File: src/rtl/button_debounce_pulse_if.sv
// rtl/button_debounce_pulse_if.sv - button level in, debounced level and rising-edge pulse out
interface button_debounce_pulse_if;
  logic i_btn;
  logic o_btn_deb;
  logic o_btn_pulse;

  modport master (
    output i_btn,
    input  o_btn_deb,
    input  o_btn_pulse
  );

  modport slave (
    input  i_btn,
    output o_btn_deb,
    output o_btn_pulse
  );
endinterface

File: src/rtl/button_debounce_pulse.sv
// rtl/button_debounce_pulse.sv - synchronized, timed-FSM button debouncer with one-cycle press pulse
module button_debounce_pulse #(
  parameter int par_T_debounce_bits = 20,
  parameter int par_T_debounce_val  = 1000000
) (
  input  logic                     i_clk,
  input  logic                     i_rst,
  button_debounce_pulse_if.slave   bus
);

  localparam logic [par_T_debounce_bits-1:0] c_tmax =
    par_T_debounce_bits'(par_T_debounce_val - 1);

  typedef enum logic [2:0] {
    ST_LOW       = 3'd0,
    ST_WAIT_HIGH = 3'd1,
    ST_PULSE     = 3'd2,
    ST_HIGH      = 3'd3,
    ST_WAIT_LOW  = 3'd4
  } state_t;

  state_t                         state_q;
  state_t                         state_d;
  logic                           meta_q;
  logic                           sync_q;
  logic [par_T_debounce_bits-1:0] timer_q;
  logic                           timer_done;
  logic                           deb;
  logic                           pulse;

  assign timer_done = (timer_q >= c_tmax);

  // Timer restarts on every state change so each wait state measures its own dwell.
  always_ff @(posedge i_clk) begin
    if (i_rst) begin
      meta_q  <= 1'b0;
      sync_q  <= 1'b0;
      state_q <= ST_LOW;
      timer_q <= '0;
    end else begin
      meta_q  <= bus.i_btn;
      sync_q  <= meta_q;
      state_q <= state_d;
      if (state_d != state_q)
        timer_q <= '0;
      else if (!timer_done)
        timer_q <= timer_q + 1'b1;
    end
  end

  // Input reversal is tested before expiry in both wait states.
  always_comb begin
    state_d = state_q;
    case (state_q)
      ST_LOW:       if (sync_q) state_d = ST_WAIT_HIGH;
      ST_WAIT_HIGH: begin
        if (!sync_q)         state_d = ST_LOW;
        else if (timer_done) state_d = ST_PULSE;
      end
      ST_PULSE:     state_d = sync_q ? ST_HIGH : ST_WAIT_LOW;
      ST_HIGH:      if (!sync_q) state_d = ST_WAIT_LOW;
      ST_WAIT_LOW:  begin
        if (sync_q)          state_d = ST_HIGH;
        else if (timer_done) state_d = ST_LOW;
      end
      default:      state_d = ST_LOW;
    endcase
  end

  always_comb begin
    deb   = 1'b0;
    pulse = 1'b0;
    case (state_q)
      ST_PULSE: begin
        deb   = 1'b1;
        pulse = 1'b1;
      end
      ST_HIGH,
      ST_WAIT_LOW: deb = 1'b1;
      default: begin
        deb   = 1'b0;
        pulse = 1'b0;
      end
    endcase
  end

  assign bus.o_btn_deb   = deb;
  assign bus.o_btn_pulse = pulse;

endmodule
File: src/flat_wrapper.sv
// flat-port wrapper written by rule: the top's interface ports become plain ports
module button_debounce_pulse_flat 
#(
  parameter int par_T_debounce_bits = 20,
  parameter int par_T_debounce_val  = 1000000
)
  (i_clk, i_rst, bus_i_btn, bus_o_btn_deb, bus_o_btn_pulse);
  button_debounce_pulse_if bus_i ();
  input  logic i_clk;
  input  logic i_rst;
  input wire logic [$bits(bus_i.i_btn)-1:0] bus_i_btn;
  output wire logic [$bits(bus_i.o_btn_deb)-1:0] bus_o_btn_deb;
  output wire logic [$bits(bus_i.o_btn_pulse)-1:0] bus_o_btn_pulse;
  assign bus_i.i_btn = bus_i_btn;
  assign bus_o_btn_deb = bus_i.o_btn_deb;
  assign bus_o_btn_pulse = bus_i.o_btn_pulse;
  button_debounce_pulse #(.par_T_debounce_bits(par_T_debounce_bits), .par_T_debounce_val(par_T_debounce_val)) u_core (.i_clk(i_clk), .i_rst(i_rst), .bus(bus_i));
endmodule
File: config.mk
export PLATFORM = sky130hd
export DESIGN_NAME = button_debounce_pulse_flat
export DESIGN_NICKNAME = d
export VERILOG_FILES = /design/src/rtl/button_debounce_pulse_if.sv /design/src/rtl/button_debounce_pulse.sv /design/src/flat_wrapper.sv
export SDC_FILE = /design/constraint.sdc
export NUM_CORES = 1
export LEC_CHECK = 0
export BUFFER_PORTS_ARGS = -buffer_cell sky130_fd_sc_hd__buf_2
export CORE_ASPECT_RATIO = 1.1
export CORE_MARGIN = 8
export CORE_UTILIZATION = 35
export CTS_BUF_LIST = sky130_fd_sc_hd__clkbuf_8
export CTS_CLUSTER_SIZE = 12
export DETAILED_ROUTE_END_ITERATION = 12
export PLACE_DENSITY = 0.55
export SYNTH_ARGS = -nofsm -noshare
export SYNTH_HDL_FRONTEND = slang
export SYNTH_SLANG_ARGS = --single-unit
export TNS_END_PERCENT = 10
File: constraint.sdc
create_clock -name i_clk -period 3.9 [get_ports i_clk]
set_input_delay 0.195 -clock i_clk [delete_from_list [all_inputs] [get_ports i_clk]]
set_output_delay 0.195 -clock i_clk [all_outputs]
set_load 0.02 [all_outputs]
==> results of run 1 <==
## sequential cells by signal, indices dropped and copies added, names as in the netlist
register and count:
u_core.sync_q 1, u_core.timer_q 20, u_core.meta_q 1, u_core.state_q 3
## per-stage QoR
step                hold WS, ns  cells  cell area [um2]  power, mW  utilization (%)
global route              0.144    187             1290      0.444             38.8
finish                    0.145    187             1290      0.425             38.8
global placement          0.416    183             1250      0.282             37.5
detailed placement        0.428    183             1250      0.284             37.5
floorplan                 0.267    139             1220      0.280                -
CTS                       0.154    187             1290      0.430             38.8
## where the power goes
part | switching (mW) | internal, mW
sequential | 0.00304 | 0.259
clock | 0.0773 | 0.0702
combinational | 0.00908 | 0.00588
total | 0.0894 | 0.335
## layer usage
| layer | global-route usage, % | up-vias |
|---|---|---|
| met5 | 0 | - |
| met1 | 10.6 | 453 |
| li1 | - | 496 |
| met2 | 14.8 | 15 |
| met3 | 2.44 | 2 |
| met4 | 3.07 | 0 |
## worst max path at each step
stage / from / endpoint / slack, ns / cells past startpoint
after floorplan: u_core.timer_q[12] / u_core.timer_q[0] / 1.94 / 8
after global placement: u_core.timer_q[12] / u_core.timer_q[3] / 1.70 / 6
after detailed placement: u_core.timer_q[12] / u_core.timer_q[0] / 1.64 / 6
after CTS: u_core.timer_q[12] / u_core.timer_q[16] / 1.62 / 6
after global routing: u_core.timer_q[12] / u_core.timer_q[0] / 1.44 / 6
final: u_core.timer_q[12] / u_core.timer_q[0] / 1.63 / 6
## critical path, cell delays in order, from the launching register on
cell and delay [ns]:
dfxtp_1 0.35, or2_0 0.25, or4b_1 0.53, o21a_1 0.34, o21ai_1 0.14, a31o_2 0.44
nor2_1 0.10
## layout make-up
| cell class | count | area, um2 | share of cell area, % |
|---|---|---|---|
| Multi-Input combinational cell | 104 | 659 | 51.0 |
| Clock inverter | 1 | 3.75 | 0.290 |
| Timing Repair Buffer | 4 | 20.0 | 1.55 |
| Clock buffer | 3 | 41.3 | 3.19 |
| Sequential cell | 25 | 500 | 38.7 |
| Inverter | 2 | 7.51 | 0.581 |
| Tap cell | 48 | 60.1 | 4.65 |
## kinds of logic (layout without fill, tap and decap cells)
kind of cell,Yosys count,in the layout,share of synthesized area [%]
flops,25,25,41.1
fa+ha+maj,1,1,1.03
mux,1,1,0.821
xor+xnor,14,14,10.1
buf+inv,10,10,4.82
simple gates,59,59,26.4
compound gates,29,29,15.8
## cells in the final DEF (no fill, tap or decap), types with 2 or more instances in the layout
master,Yosys,final
buf_2,1,4
nand4_1,4,4
nand2_1,7,7
nor2_1,20,20
dfxtp_1,25,25
xor2_1,13,13
and3_1,6,6
o21ai_0,9,9
o2111ai_1,3,3
nor2b_1,3,3
a21oi_1,6,6
o211ai_1,2,2
nand3_1,2,2
or3_1,4,4
clkbuf_8,0,3
o21a_1,2,2
inv_1,2,3
nor3_1,3,3
and4_1,5,5
## Yosys cell counts, types with 2 or more instances
| cell | count |
|---|---|
| o21ai_0 | 9 |
| o211ai_1 | 2 |
| dfxtp_1 | 25 |
| nand4_1 | 4 |
| or3_1 | 4 |
| nor2_1 | 20 |
| inv_1 | 2 |
| a21oi_1 | 6 |
| nand3_1 | 2 |
| o2111ai_1 | 3 |
| buf_6 | 2 |
| nor2b_1 | 3 |
| xor2_1 | 13 |
| and4_1 | 5 |
| nor3_1 | 3 |
| clkbuf_1 | 3 |
| and3_1 | 6 |
| o21a_1 | 2 |
| nand2_1 | 7 |
==> results_dict.tcl, run 1 <==
set metrics [dict create \
    fp-row-count 22 \
    timing.fmax_ghz 0.441 \
    drtPass1Iterations 4 \
    wire_per_inst_um 12.2 \
    vias 966 \
    hold_path_end "u_core.meta_q" \
    place_hpwl_um 1630 \
    fp.coreArea_um2 3330 \
    maxCapViolCount 0 \
    die_w_um 72.3 \
    avgSynthCellArea_um2 8.77 \
    grt_usage_pct 8.89 \
    place_ws_ns 1.64 \
    cp.required_ns 4.04 \
    cts_tree "built" \
    critPathKind "reg2reg" \
    grt_remaining_overflow 0 \
    ys_warn_count 0 \
    clock_path_buffers 2 \
    drc 0 \
    finalWeightedCongestion 0.834 \
    critPathArrivalTime_ns 2.40 \
    whs_path_depth 2 \
    synthTopCellsByArea "dfxtp_1, xor2_1, nor2_1" \
    topRoutingLayerUsed "met4" \
    synthCells 139 \
    critPathLaunchType "flop" \
    layout_min_cycle_time_ns 2.27 \
    outcome "finished clean" \
    wl_um 2280 \
    setup_ws_ns 1.63 \
    drive_above_1_share_pct 8.63 \
    die_y_um 77.9 \
    initial_core_util_pct 36.6 \
    synth_edf_count 0 \
    finalCritPeriodShare_pct 58.1 \
    first_iter_violations 10 \
    die_area_um2 5630 \
    end_kind "flop" \
    r2r_start "u_core.timer_q[12]" \
    synth_area_um2 1220 \
    cts_resized 0 \
    syn-num-nets 143 \
    finalSetupViolations 0 \
    ys_types 37 \
    slew_viol_final 0 \
    portBuffers 4 \
    wl_met1_um 1070 \
    fin_skew_ns 0.00142 \
    setup_tns_ns 0 \
    clkTransAtPathRegs_ns 0.08 \
    cp_max_fo 20 \
    area_growth_pct 6.06 \
    postCtsHoldBufs 0 \
    nets 144 \
    worst_hold_path_type "in2reg" \
    reg2reg_slack_ns 1.63 \
    met2WireLength_um 1090 \
    cts.sinks 25 \
    total_leakage_power_nw 0.477 \
    grt_pass1_vias 949 \
    ys_seq_area_share_pct 41.1 \
    synth_ff_type "dfxtp_1" \
    slew_headroom_pct 69.2 \
    reg2reg_to "u_core.timer_q[0]" \
    clk_latency_ns 0.26 \
    viasPerCell 5.17 \
    worst_slew_pin_slew_ns 0.461 \
    hp-start "bus_i_btn" \
    cts_buffers 3 \
    cts.htree.levels 1 \
    ys_async_sr_fraction_pct 0 \
    synth_top_area_share_pct 41.1 \
    antenna_found_initial 0 \
    fillCellCount 338 \
    ff2ff_path_depth 6 \
    wl_met3_um 84 \
    antennaDiodeCount 0 \
    powerDensity_nw_per_um2 329 \
    grt_pass1_wl_um 4150 \
    cts-root-buf "clkbuf_8" \
    grt_max_degree 21 \
    post_cts_buffers 0 \
    finalHoldViolCount 0 \
    synth_top_area_cell "dfxtp_1" \
    rsz0062_at_grt "false" \
    ir_worst_vdd_mv 0.149 \
    ant_nets 0 \
    synth_seq_cells 25 \
    io_pins 5 \
]
Note: power is estimated with default switching activity, not from simulation.
==> run 2: changes to the inputs <==
==> constraint.sdc (replaced) <==
create_clock -name i_clk -period 2.3 [get_ports i_clk]
set_input_delay 0.115 -clock i_clk [delete_from_list [all_inputs] [get_ports i_clk]]
set_output_delay 0.115 -clock i_clk [all_outputs]
set_load 0.02 [all_outputs]
==> run 2 against run 1 <==
  * Sequential share of layout area down 0.95 points
  * Clock skew about the same
  * Global-route usage up 0.36 points
  * Non-clock buffer count up 3
  * Critical path type unchanged
==> results_dict.tcl, run 2 (synthesis results as in run 1) <==
set metrics [dict create \
    cp_num_buf_inv 1 \
    layout_min_cycle_time_ns 2.13 \
    drive_above_1_share_pct 11.3 \
    cts_buffers 3 \
    r2r_start "u_core.timer_q[12]" \
    cts.htree.levels 1 \
    viasPerCell 5.06 \
    critPathTopFamily "simple AND/OR/NAND/NOR gates" \
    finalWeightedCongestion 0.799 \
    grt_remaining_overflow 0 \
    drtPass1Iterations 4 \
    cts-root-buf "clkbuf_8" \
    drc 0 \
    total_leakage_power_nw 0.494 \
    fp-row-count 22 \
    wl_met3_um 58 \
    ir_worst_vdd_mv 0.271 \
    path_cells "or2_0 -> or4b_1 -> o21a_2 -> buf_4 -> o2111ai_1 -> xor2_1 -> nor2_1" \
    setup_tns_ns 0 \
    vias 962 \
    worst_hold_path_type "in2reg" \
    worst-path-stages 7 \
    cts_tree "built" \
    place_inst 186 \
    slew_viol_final 0 \
    die_y_um 77.9 \
    place_hpwl_um 1750 \
    critPathArrivalTime_ns 2.28 \
    io_pins 5 \
    first_iter_violations 29 \
    met2WireLength_um 1190 \
    postCtsHoldBufs 0 \
    ant_nets 0 \
    portBuffers 4 \
    clkTransAtPathRegs_ns 0.08 \
    cp_max_fo 8 \
    clk_latency_ns 0.26 \
    max_stage_delay_ns 0.54 \
    topRoutingLayerUsed "met4" \
    cts_resized 0 \
    place_ws_ns 0.0795 \
    grt_max_degree 21 \
    fin_skew_ns 0.00137 \
    power_mw 0.723 \
    finalCritPeriodShare_pct 92.4 \
    critPathKind "reg2reg" \
    cp.required_ns 2.45 \
    end_kind "flop" \
    ff2ff_path_depth 7 \
    antenna_found_initial 0 \
    wl_met1_um 1120 \
    area_growth_pct 8.73 \
    reg2reg_slack_ns 0.17 \
    setup_ws_ns 0.175 \
    timing.fmax_ghz 0.470 \
    worstSetupEndpoint "u_core.timer_q[13]" \
    largest_reg_flops 20 \
    rsz0062_at_grt "false" \
    wl_um 2390 \
    most-common-layout-cells "dfxtp_1, nor2_1, xor2_1" \
    die_w_um 72.3 \
    post_cts_buffers 0 \
    finalHoldViolCount 0 \
    antennaDiodeCount 0 \
    die_area_um2 5630 \
    grt_usage_pct 9.25 \
    worst_slew_pin_slew_ns 0.344 \
    fillCellCount 355 \
    finalSetupViolations 0 \
    outcome "finished clean" \
    reg2reg_to "u_core.timer_q[13]" \
    layoutNonFillerInstCount 190 \
    critical_path.startpoint "u_core.timer_q[12]" \
    powerDensity_nw_per_um2 545 \
    mostFrequentLayoutCell "dfxtp_1" \
    initial_core_util_pct 36.6 \
    slew_headroom_pct 77.1 \
    fp.coreArea_um2 3330 \
    grt_pass1_wl_um 4320 \
    cts.sinks 25 \
    wire_per_inst_um 12.6 \
    critPathLaunchType "flop" \
    grt_pass1_vias 1039 \
    nets 147 \
    maxCapViolCount 0 \
    clock_path_buffers 2 \
    regMostFlops "u_core.timer_q" \
    crit_path_top_delay_cell "or4b_1" \
    largestRegisters "u_core.timer_q x20, u_core.state_q x3" \
]
==> run 2: cell count changes in the layout (fill, tap and decap cells not counted) <==
| cell | delta |
|---|---|
| buf_4 | +3 |
| a31o_2 | -1 |
| a31o_4 | +1 |
| o21a_1 | -1 |
| o21a_2 | +1 |
==> run 2: worst min-delay path by stage <==
| stage | startpoint | end | cells after the start | slack (ns) |
|---|---|---|---|---|
| final | bus_i_btn | u_core.meta_q | 2 | 0.05 |
| after global routing | bus_i_btn | u_core.meta_q | 2 | 0.07 |
| after CTS | bus_i_btn | u_core.meta_q | 2 | 0.05 |
| after detailed placement | bus_i_btn | u_core.meta_q | 2 | 0.33 |
| after global placement | bus_i_btn | u_core.meta_q | 2 | 0.34 |
| after floorplan | i_rst | u_core.meta_q | 1 | 0.19 |
==> run 2: area by class of cell <==
class | count | area [um2] | area share (%)
clock buffers | 3 | 41.3 | 3.12
multi-input cells | 104 | 669 | 50.5
well taps | 48 | 60.1 | 4.53
inverters | 2 | 7.51 | 0.567
flip-flops and latches | 25 | 500 | 37.8
repair buffers | 7 | 42.5 | 3.21
clock inverters | 1 | 3.75 | 0.283
==> run 2: worst reg2reg max path, delay by kind of cell (launching register included) <==
family | cells | cell delay (ns)
AND/OR/NAND/NOR | 3 | 0.84
AO/OA/AOI/OAI | 2 | 0.50
flip-flops | 1 | 0.35
XOR/XNOR | 1 | 0.17
buffers and inverters | 1 | 0.16
==> run 2: power breakdown <==
part / leakage [nW] / internal, mW / total, mW / switching (mW)
Combinational: 0.264 / 0.0111 / 0.0270 / 0.0160
Clock: 0.0269 / 0.119 / 0.251 / 0.132
Sequential: 0.202 / 0.439 / 0.444 / 0.00498
Total: 0.494 / 0.570 / 0.723 / 0.153
==> run 2: per-layer routing <==
layer / global-route usage, % / vias up
li1: - / 496
met1: 9.52 / 457
met2: 17.4 / 7
met3: 2.31 / 2
met4: 3.27 / 0
met5: 0 / -
==> run 2: metrics by stage <==
step           hold WS [ns]  util (%)  cell area [um2]
5_1_grt              0.0691      39.8             1330
3_3_place_gp          0.338      38.1             1270
4_1_cts              0.0487      39.5             1320
2_1_floorplan         0.187         -             1220
3_5_place_dp          0.330      38.1             1270
6_report             0.0548      39.8             1330
